$ cat src/rtl/bcd_conv_sched.sv
`default_nettype none
// ============================================================================
// Module      : bcd_conv_sched
// Description : Round-robin scheduler that shares one sequential
//               binary-to-BCD engine between NCH sample channels. It accepts
//               per-channel requests and launches one conversion at a time.
//               Each conversion is supervised by a timeout. The result is
//               returned with its channel tag over a valid/ready interface.
// Ports       : pll_clk_33m  clock, all logic on the rising edge
//               sys_rst      synchronous active-high reset
//               req          per-channel request level (held until grant)
//               req_data     channel i sample at [i*DW +: DW]
//               grant        one-hot 1-cycle pulse, request accepted
//               conv_start   1-cycle start pulse to the engine
//               conv_data    operand to the engine
//               conv_done    engine completion pulse, conv_bcd valid
//               conv_bcd     {hun,ten,unit} from the engine
//               res_valid    result available
//               res_ready    consumer accepts result
//               res_ch       channel index of the result
//               res_bcd      {hun,ten,unit}
//               res_ovf      captured sample exceeded 999
//               err_timeout  1-cycle pulse, engine did not answer in time
//               busy         scheduler not idle
// Revision    : 1.0  initial release
// ============================================================================
module bcd_conv_sched #(
   parameter int  NCH     = 8,
   parameter int  DW      = 10,
   parameter int  TIMEOUT = 64,
   localparam int CW      = $clog2(NCH)
) (
   input  logic              pll_clk_33m,
   input  logic              sys_rst,
   input  logic [NCH-1:0]    req,
   input  logic [NCH*DW-1:0] req_data,
   output logic [NCH-1:0]    grant,
   output logic              conv_start,
   output logic [DW-1:0]     conv_data,
   input  logic              conv_done,
   input  logic [11:0]       conv_bcd,
   output logic              res_valid,
   input  logic              res_ready,
   output logic [CW-1:0]     res_ch,
   output logic [11:0]       res_bcd,
   output logic              res_ovf,
   output logic              err_timeout,
   output logic              busy
);

   localparam int TW    = $clog2(TIMEOUT + 1);
   // Overflow compare is done at least 10 bits wide so 999 is representable.
   localparam int OVF_W = (DW > 10) ? DW : 10;

   typedef enum logic [1:0] {
      S_IDLE   = 2'd0,
      S_LAUNCH = 2'd1,
      S_WAIT   = 2'd2,
      S_OUT    = 2'd3
   } state_t;

   state_t          state;
   state_t          state_nxt;
   logic [CW-1:0]   ptr;
   logic [CW-1:0]   cur_ch;
   logic [CW-1:0]   sel_ch;
   logic [CW-1:0]   next_ch;
   logic [TW-1:0]   timer;
   logic            timeout_hit;
   logic [DW-1:0]   ch_data [NCH];
   int              scan_idx;

   for (genvar i = 0; i < NCH; i++) begin : g_unpack
      assign ch_data[i] = req_data[i*DW +: DW];
   end

   // Round-robin pick: walk from the highest offset down to offset 0 so the
   // last assignment is the first requester at or after ptr.
   always_comb begin
      sel_ch   = '0;
      scan_idx = 0;
      for (int k = NCH - 1; k >= 0; k--) begin
         scan_idx = int'(ptr) + k;
         if (scan_idx >= NCH) begin
            scan_idx = scan_idx - NCH;
         end
         if (req[scan_idx]) begin
            sel_ch = CW'(scan_idx);
         end
      end
   end

   assign next_ch     = (cur_ch == CW'(NCH - 1)) ? '0 : cur_ch + 1'b1;
   assign timeout_hit = (timer == TW'(TIMEOUT - 1));
   assign busy        = (state != S_IDLE);

   always_ff @(posedge pll_clk_33m) begin
      if (sys_rst) begin
         state <= S_IDLE;
      end else begin
         state <= state_nxt;
      end
   end

   always_comb begin
      state_nxt = state;
      case (state)
         S_IDLE:   if (|req) state_nxt = S_LAUNCH;
         S_LAUNCH: state_nxt = S_WAIT;
         S_WAIT: begin
            // Completion takes priority over a coincident timeout.
            if (conv_done) begin
               state_nxt = S_OUT;
            end else if (timeout_hit) begin
               state_nxt = S_IDLE;
            end
         end
         S_OUT:    if (res_ready) state_nxt = S_IDLE;
         default:  state_nxt = S_IDLE;
      endcase
   end

   always_ff @(posedge pll_clk_33m) begin
      if (sys_rst) begin
         ptr         <= '0;
         cur_ch      <= '0;
         timer       <= '0;
         grant       <= '0;
         conv_start  <= 1'b0;
         conv_data   <= '0;
         res_valid   <= 1'b0;
         res_ch      <= '0;
         res_bcd     <= '0;
         res_ovf     <= 1'b0;
         err_timeout <= 1'b0;
      end else begin
         grant       <= '0;
         conv_start  <= 1'b0;
         err_timeout <= 1'b0;
         case (state)
            S_IDLE: begin
               if (|req) begin
                  conv_data <= ch_data[sel_ch];
                  cur_ch    <= sel_ch;
                  grant     <= {{(NCH-1){1'b0}}, 1'b1} << sel_ch;
               end
            end
            S_LAUNCH: begin
               conv_start <= 1'b1;
               timer      <= '0;
            end
            S_WAIT: begin
               timer <= timer + 1'b1;
               if (conv_done) begin
                  res_valid <= 1'b1;
                  res_bcd   <= conv_bcd;
                  res_ch    <= cur_ch;
                  res_ovf   <= (OVF_W'(conv_data) > OVF_W'(999));
               end else if (timeout_hit) begin
                  err_timeout <= 1'b1;
                  ptr         <= next_ch;
               end
            end
            S_OUT: begin
               if (res_ready) begin
                  res_valid <= 1'b0;
                  ptr       <= next_ch;
               end
            end
            default: ;
         endcase
      end
   end

endmodule
`default_nettype wire
$ cat config.mk
export PLATFORM = sky130hd
export DESIGN_NAME = bcd_conv_sched
export DESIGN_NICKNAME = d
export VERILOG_FILES = /design/src/rtl/bcd_conv_sched.sv
export SDC_FILE = /design/constraint.sdc
export NUM_CORES = 1
export LEC_CHECK = 0
export ABC_AREA = 1
export CAP_MARGIN = 15
export CORE_ASPECT_RATIO = 1.5
export CORE_UTILIZATION = 40
export CTS_CLUSTER_DIAMETER = 150
export DETAILED_ROUTE_END_ITERATION = 6
export PLACE_DENSITY = 0.78
export SYNTH_ARGS = -nofsm -noshare
export SYNTH_HDL_FRONTEND = slang
export SYNTH_SLANG_ARGS = --single-unit
$ cat constraint.sdc
create_clock -name pll_clk_33m -period 3.3 [get_ports pll_clk_33m]
set_clock_uncertainty 0.05 [all_clocks]
set_input_delay 0.495 -clock pll_clk_33m [delete_from_list [all_inputs] [get_ports pll_clk_33m]]
set_output_delay 0.495 -clock pll_clk_33m [all_outputs]
set_load 0.03 [all_outputs]
==> results of run 1 <==
## power groups by stage
stage | Sequential (mW) | Clock (mW) | Combinational (mW)
detailed placement | 0.929 | 0 | 4.64
finish | 0.919 | 0.533 | 4.73
global placement | 0.925 | 0 | 4.59
floorplan | 1.10 | 0 | 3.67
CTS | 0.918 | 0.539 | 4.66
global route | 0.937 | 0.568 | 5.29
## metal layers
metal / track usage / vias to the layer above / share of wire
met4: 0.0636 / 0 / 0.020
met3: 0.0301 / 19 / 0.058
met5: 0 / - / 0
li1: - / 2091 / -
met2: 0.438 / 155 / 0.55
met1: 0.247 / 1793 / 0.38
## flip-flops by register name, summed over array words and instances, names as in the netlist, 2 cells and up
name       flops
state          2
conv_data     10
res_bcd       12
grant          8
timer          7
ptr            3
cur_ch         3
res_ch         3
## worst max path at each step
stage	from	cells after the start	slack, ns	endpoint
after global placement	ptr[1]	17	0.34	conv_data[5]
after detailed placement	ptr[1]	17	0.33	conv_data[5]
after CTS	ptr[1]	17	0.31	conv_data[5]
after global routing	ptr[1]	17	0.05	conv_data[5]
final	ptr[1]	17	0.27	conv_data[5]
after floorplan	ptr[1]	23	0.77	conv_data[0]
## area by class of cell
| class | instances | share of cell area |
|---|---|---|
| Inverter | 40 | 0.0294 |
| Tap cell | 110 | 0.0265 |
| Clock buffer | 5 | 0.0241 |
| Multi-Input combinational cell | 443 | 0.427 |
| Clock inverter | 3 | 0.00530 |
| Timing Repair Buffer | 149 | 0.288 |
| Sequential cell | 52 | 0.200 |
## metrics by stage
| stage | worst slack, ns | util | hold slack, ns |
|---|---|---|---|
| detailed placement | 0.335 | 0.570 | 0.403 |
| finish | 0.274 | 0.589 | 0.412 |
| global placement | 0.336 | 0.570 | 0.386 |
| floorplan | 0.770 | - | 0.371 |
| global route | 0.0478 | 0.589 | 0.438 |
| CTS | 0.312 | 0.588 | 0.412 |
## Yosys cell counts
| master | number | share of area |
|---|---|---|
| sky130_fd_sc_hd__nand2_1 | 185 | 0.19 |
| sky130_fd_sc_hd__nand3_1 | 87 | 0.12 |
| sky130_fd_sc_hd__dfxtp_1 | 52 | 0.29 |
| sky130_fd_sc_hd__nor2_1 | 47 | 0.049 |
| sky130_fd_sc_hd__o21ai_0 | 35 | 0.048 |
| sky130_fd_sc_hd__inv_1 | 34 | 0.035 |
| sky130_fd_sc_hd__a21oi_1 | 19 | 0.026 |
| sky130_fd_sc_hd__buf_6 | 13 | 0.040 |
| sky130_fd_sc_hd__nand3_2 | 11 | 0.030 |
| sky130_fd_sc_hd__a21oi_2 | 10 | 0.024 |
| sky130_fd_sc_hd__ha_1 | 10 | 0.034 |
| sky130_fd_sc_hd__clkbuf_1 | 9 | 0.0093 |
| sky130_fd_sc_hd__nand2_2 | 7 | 0.012 |
| sky130_fd_sc_hd__buf_4 | 6 | 0.012 |
| sky130_fd_sc_hd__inv_2 | 5 | 0.0052 |
| sky130_fd_sc_hd__nor3_1 | 5 | 0.0069 |
| sky130_fd_sc_hd__nor3b_1 | 4 | 0.0083 |
| sky130_fd_sc_hd__a211oi_1 | 3 | 0.0062 |
| sky130_fd_sc_hd__nor4_1 | 3 | 0.0052 |
| sky130_fd_sc_hd__nand2_4 | 2 | 0.0062 |
| sky130_fd_sc_hd__o21ai_1 | 2 | 0.0028 |
| sky130_fd_sc_hd__xor2_1 | 2 | 0.0048 |
| sky130_fd_sc_hd__a21oi_4 | 1 | 0.0045 |
| sky130_fd_sc_hd__and3_1 | 1 | 0.0017 |
| sky130_fd_sc_hd__buf_2 | 1 | 0.0014 |
| sky130_fd_sc_hd__clkbuf_4 | 1 | 0.0021 |
| sky130_fd_sc_hd__inv_4 | 1 | 0.0017 |
| sky130_fd_sc_hd__nand2_8 | 1 | 0.0055 |
| sky130_fd_sc_hd__nand4_1 | 1 | 0.0017 |
| sky130_fd_sc_hd__o2111ai_1 | 1 | 0.0024 |
| sky130_fd_sc_hd__o21ai_4 | 1 | 0.0045 |
| sky130_fd_sc_hd__o311a_1 | 1 | 0.0028 |
| sky130_fd_sc_hd__o31ai_1 | 1 | 0.0021 |
| sky130_fd_sc_hd__xnor2_1 | 1 | 0.0024 |
| sky130_fd_sc_hd__xor2_2 | 1 | 0.0045 |
## worst max-delay path, stage by stage (launching register included)
cell and delay (ns):
sky130_fd_sc_hd__dfxtp_1 0.53, sky130_fd_sc_hd__inv_2 0.07, sky130_fd_sc_hd__ha_1 0.40, sky130_fd_sc_hd__inv_1 0.23
sky130_fd_sc_hd__nand3_1 0.14, sky130_fd_sc_hd__nand3_1 0.14, sky130_fd_sc_hd__nand2_2 0.08, sky130_fd_sc_hd__a21oi_1 0.11
sky130_fd_sc_hd__o21ai_1 0.08, sky130_fd_sc_hd__nand2_1 0.06, sky130_fd_sc_hd__nand2_1 0.05, sky130_fd_sc_hd__nand2_1 0.06
sky130_fd_sc_hd__nand2_2 0.10, sky130_fd_sc_hd__a21oi_2 0.45, sky130_fd_sc_hd__nand2_1 0.12, sky130_fd_sc_hd__nand3_1 0.11
sky130_fd_sc_hd__nand2_1 0.07, sky130_fd_sc_hd__a21oi_2 0.10
## placed cells by master, fill, tap and decap left out, types with 2 or more instances in the layout
master,n
sky130_fd_sc_hd__nand2_1,185
sky130_fd_sc_hd__clkdlybuf4s50_1,141
sky130_fd_sc_hd__nand3_1,87
sky130_fd_sc_hd__dfxtp_1,52
sky130_fd_sc_hd__nor2_1,46
sky130_fd_sc_hd__o21ai_0,35
sky130_fd_sc_hd__inv_1,34
sky130_fd_sc_hd__a21oi_1,19
sky130_fd_sc_hd__nand3_2,11
sky130_fd_sc_hd__a21oi_2,11
sky130_fd_sc_hd__ha_1,10
sky130_fd_sc_hd__nand2_2,7
sky130_fd_sc_hd__buf_4,6
sky130_fd_sc_hd__inv_2,5
sky130_fd_sc_hd__nor3_1,5
sky130_fd_sc_hd__clkbuf_16,5
sky130_fd_sc_hd__nor3b_1,4
sky130_fd_sc_hd__nor4_1,3
sky130_fd_sc_hd__a211oi_1,3
sky130_fd_sc_hd__xor2_1,2
sky130_fd_sc_hd__nand2_4,2
sky130_fd_sc_hd__o21ai_1,2
sky130_fd_sc_hd__buf_12,2
## kinds of logic after synthesis
| logic type | Yosys count | share of synthesized area |
|---|---|---|
| AOI/OAI and AO/OA | 74 | 0.123 |
| and+or+nand+nor | 354 | 0.437 |
| adders and majority gates | 10 | 0.0344 |
| DFF | 52 | 0.286 |
| buffers and inverters | 70 | 0.107 |
| xor gates and xnor gates | 4 | 0.0117 |
==> qor.tcl, run 1 <==
set qor(routed_via_density) 5.06
set qor(tritoncts.num_buffers) 5
set qor(totalWireLength_um) 10800
set qor(timing_worst_slew_pin_value_ns) 0.660
set qor(finalWeightedCongestion) 0.989
set qor(top_level_pins) 142
set qor(netlist-cell-type-count) 35
set qor(power_density_nw_per_um2) 1190
set qor(multi_input_combinational_cell_area_um2) 2220
set qor(place_inst) 793
set qor(mappedNetlistNets) 678
set qor(ctsHoldBuffers) 0
set qor(floorplan.die.width_um) 79.9
set qor(worst-r2r-setup-slack_ns) 0.27
set qor(maxSlewViolCount) 0
set qor(ctsLongestPathBuffers) 2
set qor(drtPass1Iterations) 5
set qor(clk_transition_reported_paths_ns) 0.07
set qor(run_status) {complete, no violations}
set qor(first_global_vias) 3808
set qor(final_cell_count_no_fill) 802
set qor(p_total_mw) 6.18
set qor(cp.arrival_ns) 3.20
set qor(sw_frac_of_total) 0.560
set qor(post-route-drc-count) 0
set qor(yosys_warnings) 0
set qor(leakagePower_nw) 2.31
set qor(p_clk_frac) 0.086
set qor(die-area_um2) 9490
set qor(timing.critical_path.to_type) {flop}
set qor(dpl.hpwl_um) 8360
set qor(finalSetupViolations) 0
set qor(post-route-min-period_ns) 3.03
set qor(worstHoldPathType) {reg2reg}
set qor(cts_htree_levels) 2
set qor(max-cap-violations) 0
set qor(tritoncts) {done}
set qor(area_growth_syn_to_layout_pct) 42.9
set qor(storage_cell_area_um2) 1040
set qor(sequential_share_of_power) 0.149
set qor(postPlaceCellArea_um2) 5040
set qor(rsz_0062_raised_after_global_routing) {no}
set qor(worst_relative_slew_slack) 0.559
set qor(tcrit_tclk_final) 0.917
set qor(timing.hold.worst_endpoint) {err_timeout}
set qor(cellInternalPower_mw) 2.72
set qor(core-area_um2) 8830
set qor(cts_setup_buffers) 0
set qor(postSynthAreaPerCell_um2) 6.45
set qor(cts_resized) 0
set qor(diodes) 0
set qor(drive_above_1_share) 0.0838
set qor(worstRegToRegCells) 17
set qor(detailroute.via_count) 4058
set qor(worstReg2RegEnd) {conv_data[5]}
set qor(vdd_ir_drop_max_mv) 0.934
set qor(p_comb_frac) 0.765
set qor(worstSkewPairLatency_ns) 0.29
set qor(critical_path_startpoint_category) {flop}
set qor(start_util) 0.412
set qor(worstPathRequired_ns) 3.48
set qor(synth.yosys.seq_area_share) 0.286
set qor(cp_max_fo) 11
set qor(power.switching_mw) 3.46
set qor(grt_overflow_total) 0
set qor(timing_hold_violations_final) 0
set qor(drt.antenna.violating_nets) 0
set qor(yosys_register_bits) 52
set qor(placement_rows) 42
set qor(cts.root.buffer_cell) {sky130_fd_sc_hd__clkbuf_16}
set qor(timing.setup.critical_path_class) {reg2reg}
set qor(fin_nets) 805
set qor(min_delay_path_depth) 1
set qor(design_area_final_um2) 5200
set qor(numPortBuffers) 141
set qor(initialDrtViolationCount) 163
set qor(overall_routing_resource_usage) 0.227
set qor(timing.hold.worst.start) {timer[6]}
set qor(r2r-start) {ptr[1]}
set qor(totalNegativeSetupSlack_ns) 0
set qor(grt_first_pass_wirelength_um) 17200
set qor(wl_per_cell_um) 13.4
set qor(nFillCells) 830
set qor(die_height_um) 119
set qor(mapped_cell_area_um2) 3640
set qor(grt_max_degree) 45
set qor(maximum_achievable_frequency_ghz) 0.331
set qor(clock_sinks) 52
set qor(postSynthCellCount) 564
set qor(antenna_found_initial) 0
(Power assumes the default switching activity.)
==> run 2, diff against run 1 <==
clock period = 3.9 ns   (was 3.3 ns; I/O delays follow)
==> run 2 against run 1 <==
  * Sequential share of layout area is 0.20 points higher
  * Global-route usage is 0.85 points higher
  * Register-to-register slack better by 0.37 ns
  * Final cell count fell by 0.37%
  * Worst setup slack gained 0.37 ns
  * Power shrank 17%
  * Non-clock buffer count is 2 lower
  * Sequential cell count stayed put
  * Largest cell class unchanged
  * Largest power group unchanged
==> qor.tcl, run 2 (synthesis gave the netlist of run 1 again) <==
set qor(finalSetupViolations) 0 ;# unchanged
set qor(ctsLongestPathBuffers) 2 ;# unchanged
set qor(timing.setup.critical_path_class) {reg2reg}
set qor(antenna_found_initial) 0 ;# unchanged
set qor(overall_routing_resource_usage) 0.235 ;# +0.00851
set qor(clock_sinks) 52 ;# unchanged
set qor(fin_ws_ns) 0.648 ;# +0.373 ns
set qor(biggestRegsByFlops) {res_bcd (12), conv_data (10), grant (8)}
set qor(worstPathRequired_ns) 4.03 ;# +0.55 ns
set qor(cellInternalPower_mw) 2.27 ;# -17%
set qor(detailroute.via_count) 4142 ;# +2.1%
set qor(worstSkewPairLatency_ns) 0.29 ;# about the same
set qor(post-route-util) 0.583 ;# -0.00581
set qor(finalWeightedCongestion) 0.932 ;# -5.8%
set qor(floorplan.die.width_um) 79.9 ;# unchanged
set qor(grt_overflow_total) 0 ;# unchanged
set qor(vdd_ir_drop_max_mv) 0.647 ;# -31%
set qor(post-route-drc-count) 0 ;# unchanged
set qor(worst_path_dominant_cell_family) {simple AND/OR/NAND/NOR gates}
set qor(design_area_final_um2) 5150 ;# -0.99%
set qor(placement_rows) 42 ;# unchanged
set qor(maxSlewViolCount) 0 ;# unchanged
set qor(drive_above_1_share) 0.0784 ;# -0.00544
set qor(post-route-min-period_ns) 3.25 ;# +0.227 ns
set qor(drtPass1Iterations) 5 ;# unchanged
set qor(cp_max_fo) 44 ;# +33
set qor(dpl.hpwl_um) 8610 ;# +3.0%
set qor(power_density_nw_per_um2) 993 ;# -17%
set qor(p_comb_frac) 0.761 ;# -0.004
set qor(timing.critical_path.slowest_cell_delay_ns) 0.50 ;# -0.03 ns
set qor(diodes) 0 ;# unchanged
set qor(sequential_share_of_power) 0.151 ;# +0.002
set qor(die_height_um) 119 ;# unchanged
set qor(largest_register_ff_count) 12 ;# unchanged
set qor(final_cell_count_no_fill) 799 ;# -0.37%
set qor(grt_max_degree) 45 ;# unchanged
set qor(power.switching_mw) 2.84 ;# -18%
set qor(run_status) {complete, no violations}
set qor(clk_transition_reported_paths_ns) 0.07 ;# about the same
set qor(finalHoldWorstSlack_ns) 0.410 ;# -0.00174 ns
set qor(die-area_um2) 9490 ;# unchanged
set qor(fin_nets) 802 ;# -0.37%
set qor(leakagePower_nw) 2.29 ;# -1.1%
set qor(ctsHoldBuffers) 0 ;# unchanged
set qor(rsz_0062_raised_after_global_routing) {no}
set qor(place_inst) 791 ;# -0.25%
set qor(post-place-ws_ns) 0.686 ;# +0.352 ns
set qor(cp.arrival_ns) 3.38 ;# +0.18 ns
set qor(wl_per_cell_um) 13.6 ;# +1.5%
set qor(grt_first_pass_wirelength_um) 17900 ;# +4.0%
set qor(tritoncts.num_buffers) 5 ;# unchanged
set qor(sw_frac_of_total) 0.557 ;# -0.00350
set qor(maximum_achievable_frequency_ghz) 0.307 ;# -7.0%
set qor(critical_path_startpoint_category) {flop}
set qor(max-cap-violations) 0 ;# unchanged
set qor(totalWireLength_um) 10900 ;# +1.1%
set qor(postPlaceCellArea_um2) 5000 ;# -0.80%
set qor(totalNegativeSetupSlack_ns) 0 ;# unchanged
set qor(cp_max_delay_cell) {sky130_fd_sc_hd__dfxtp_1}
set qor(drt.antenna.violating_nets) 0 ;# unchanged
set qor(timing.critical_path.to_type) {flop}
set qor(cts_resized) 0 ;# unchanged
set qor(worstHoldPathType) {reg2reg}
set qor(critPathMostFrequentCell) {sky130_fd_sc_hd__nand2_1}
set qor(cts_htree_levels) 2 ;# unchanged
set qor(cts_setup_buffers) 0 ;# unchanged
set qor(critPathBufInv) 3 ;# +1
set qor(regMostFlops) {res_bcd}
set qor(most_common_cell_after_layout_fill_and_taps_aside) {sky130_fd_sc_hd__nand2_1}
set qor(top_level_pins) 142 ;# unchanged
set qor(cts.root.buffer_cell) {sky130_fd_sc_hd__clkbuf_16}
set qor(tcrit_tclk_final) 0.834 ;# -0.0830
set qor(numPortBuffers) 141 ;# unchanged
set qor(start_util) 0.412 ;# unchanged
set qor(area_growth_syn_to_layout_pct) 41.5
set qor(final_cell_mix) {sky130_fd_sc_hd__nand2_1, sky130_fd_sc_hd__clkdlybuf4s50_1, sky130_fd_sc_hd__nand3_1}
set qor(first_global_vias) 4046 ;# +6.3%
set qor(crit_path_cell_trace) {inv_2 -> ha_1 -> inv_1 -> nand3_1 -> nand3_1 -> nand2_2 -> inv_2 -> nand2_1 -> nand2_1 -> nand2_1 -> nand2_1 -> nand2_1 -> nand2_1 -> nand2_4 -> nand2_8 -> nand2_1 -> nand2_1 -> nand2_1 -> nand3_1 -> nand2_1 -> a21oi_2}
set qor(initialDrtViolationCount) 191 ;# +17%
set qor(p_total_mw) 5.11 ;# -17%
set qor(p_clk_frac) 0.087 ;# about the same
set qor(core-area_um2) 8830 ;# unchanged
set qor(routed_via_density) 5.18 ;# +2.5%
set qor(timing_worst_slew_pin_value_ns) 0.767 ;# +0.107 ns
set qor(timing_hold_violations_final) 0 ;# unchanged
set qor(tritoncts) {done}
set qor(worst_relative_slew_slack) 0.488 ;# -0.0713
-- run 2: cell types whose count changed in the layout (fill, tap and decap cells not counted) --
cell | previous run | this run
sky130_fd_sc_hd__buf_12 | 2 | 0
sky130_fd_sc_hd__a21oi_2 | 11 | 10
sky130_fd_sc_hd__clkbuf_1 | 0 | 1
sky130_fd_sc_hd__clkbuf_8 | 0 | 1
sky130_fd_sc_hd__clkinv_4 | 1 | 0
sky130_fd_sc_hd__inv_8 | 1 | 0
-- run 2: worst reg2reg max path: stages (launching register included) --
cell                      delay [ns]
sky130_fd_sc_hd__dfxtp_1        0.50
sky130_fd_sc_hd__inv_2          0.20
sky130_fd_sc_hd__ha_1           0.43
sky130_fd_sc_hd__inv_1          0.15
sky130_fd_sc_hd__nand3_1        0.13
sky130_fd_sc_hd__nand3_1        0.12
sky130_fd_sc_hd__nand2_2        0.12
sky130_fd_sc_hd__inv_2          0.04
sky130_fd_sc_hd__nand2_1        0.05
sky130_fd_sc_hd__nand2_1        0.05
sky130_fd_sc_hd__nand2_1        0.05
sky130_fd_sc_hd__nand2_1        0.05
sky130_fd_sc_hd__nand2_1        0.05
sky130_fd_sc_hd__nand2_1        0.08
sky130_fd_sc_hd__nand2_4        0.28
sky130_fd_sc_hd__nand2_8        0.24
sky130_fd_sc_hd__nand2_1        0.13
sky130_fd_sc_hd__nand2_1        0.08
sky130_fd_sc_hd__nand2_1        0.07
sky130_fd_sc_hd__nand3_1        0.13
sky130_fd_sc_hd__nand2_1        0.10
sky130_fd_sc_hd__a21oi_2        0.05
-- run 2: final timing paths --
kind / from / endpoint / slack (ns) / cells past startpoint
hold reg to reg: timer[6] / err_timeout / 0.41 / 1
hold / removal: timer[6] / err_timeout / 0.41 / 1
setup / recovery: ptr[1] / conv_data[9] / 0.65 / 21
setup reg to reg: ptr[1] / conv_data[9] / 0.65 / 21
-- run 2: per-layer routing --
layer / global-route usage / share of wire
met5: 0 / 0
met4: 0.125 / 0.041
met3: 0.0394 / 0.065
met2: 0.433 / 0.53
met1: 0.245 / 0.36
-- run 2: power by group through the flow --
stage          registers [mW]  logic, mW  clock network, mW
2_1_floorplan           0.932       3.11                  0
3_3_place_gp            0.781       3.80                  0
3_5_place_dp            0.784       3.85                  0
4_1_cts                 0.774       3.87              0.458
5_1_grt                 0.789       4.36              0.479
6_report                0.773       3.89              0.447
-- run 2: cell type report --
class	count	area (µm²)
inverters	40	153
clock inverters	1	7.51
multi-input cells	442	2210
repair buffers	147	1460
clock buffers	7	143
flip-flops and latches	52	1040
well taps	110	138
fillers	844	3680
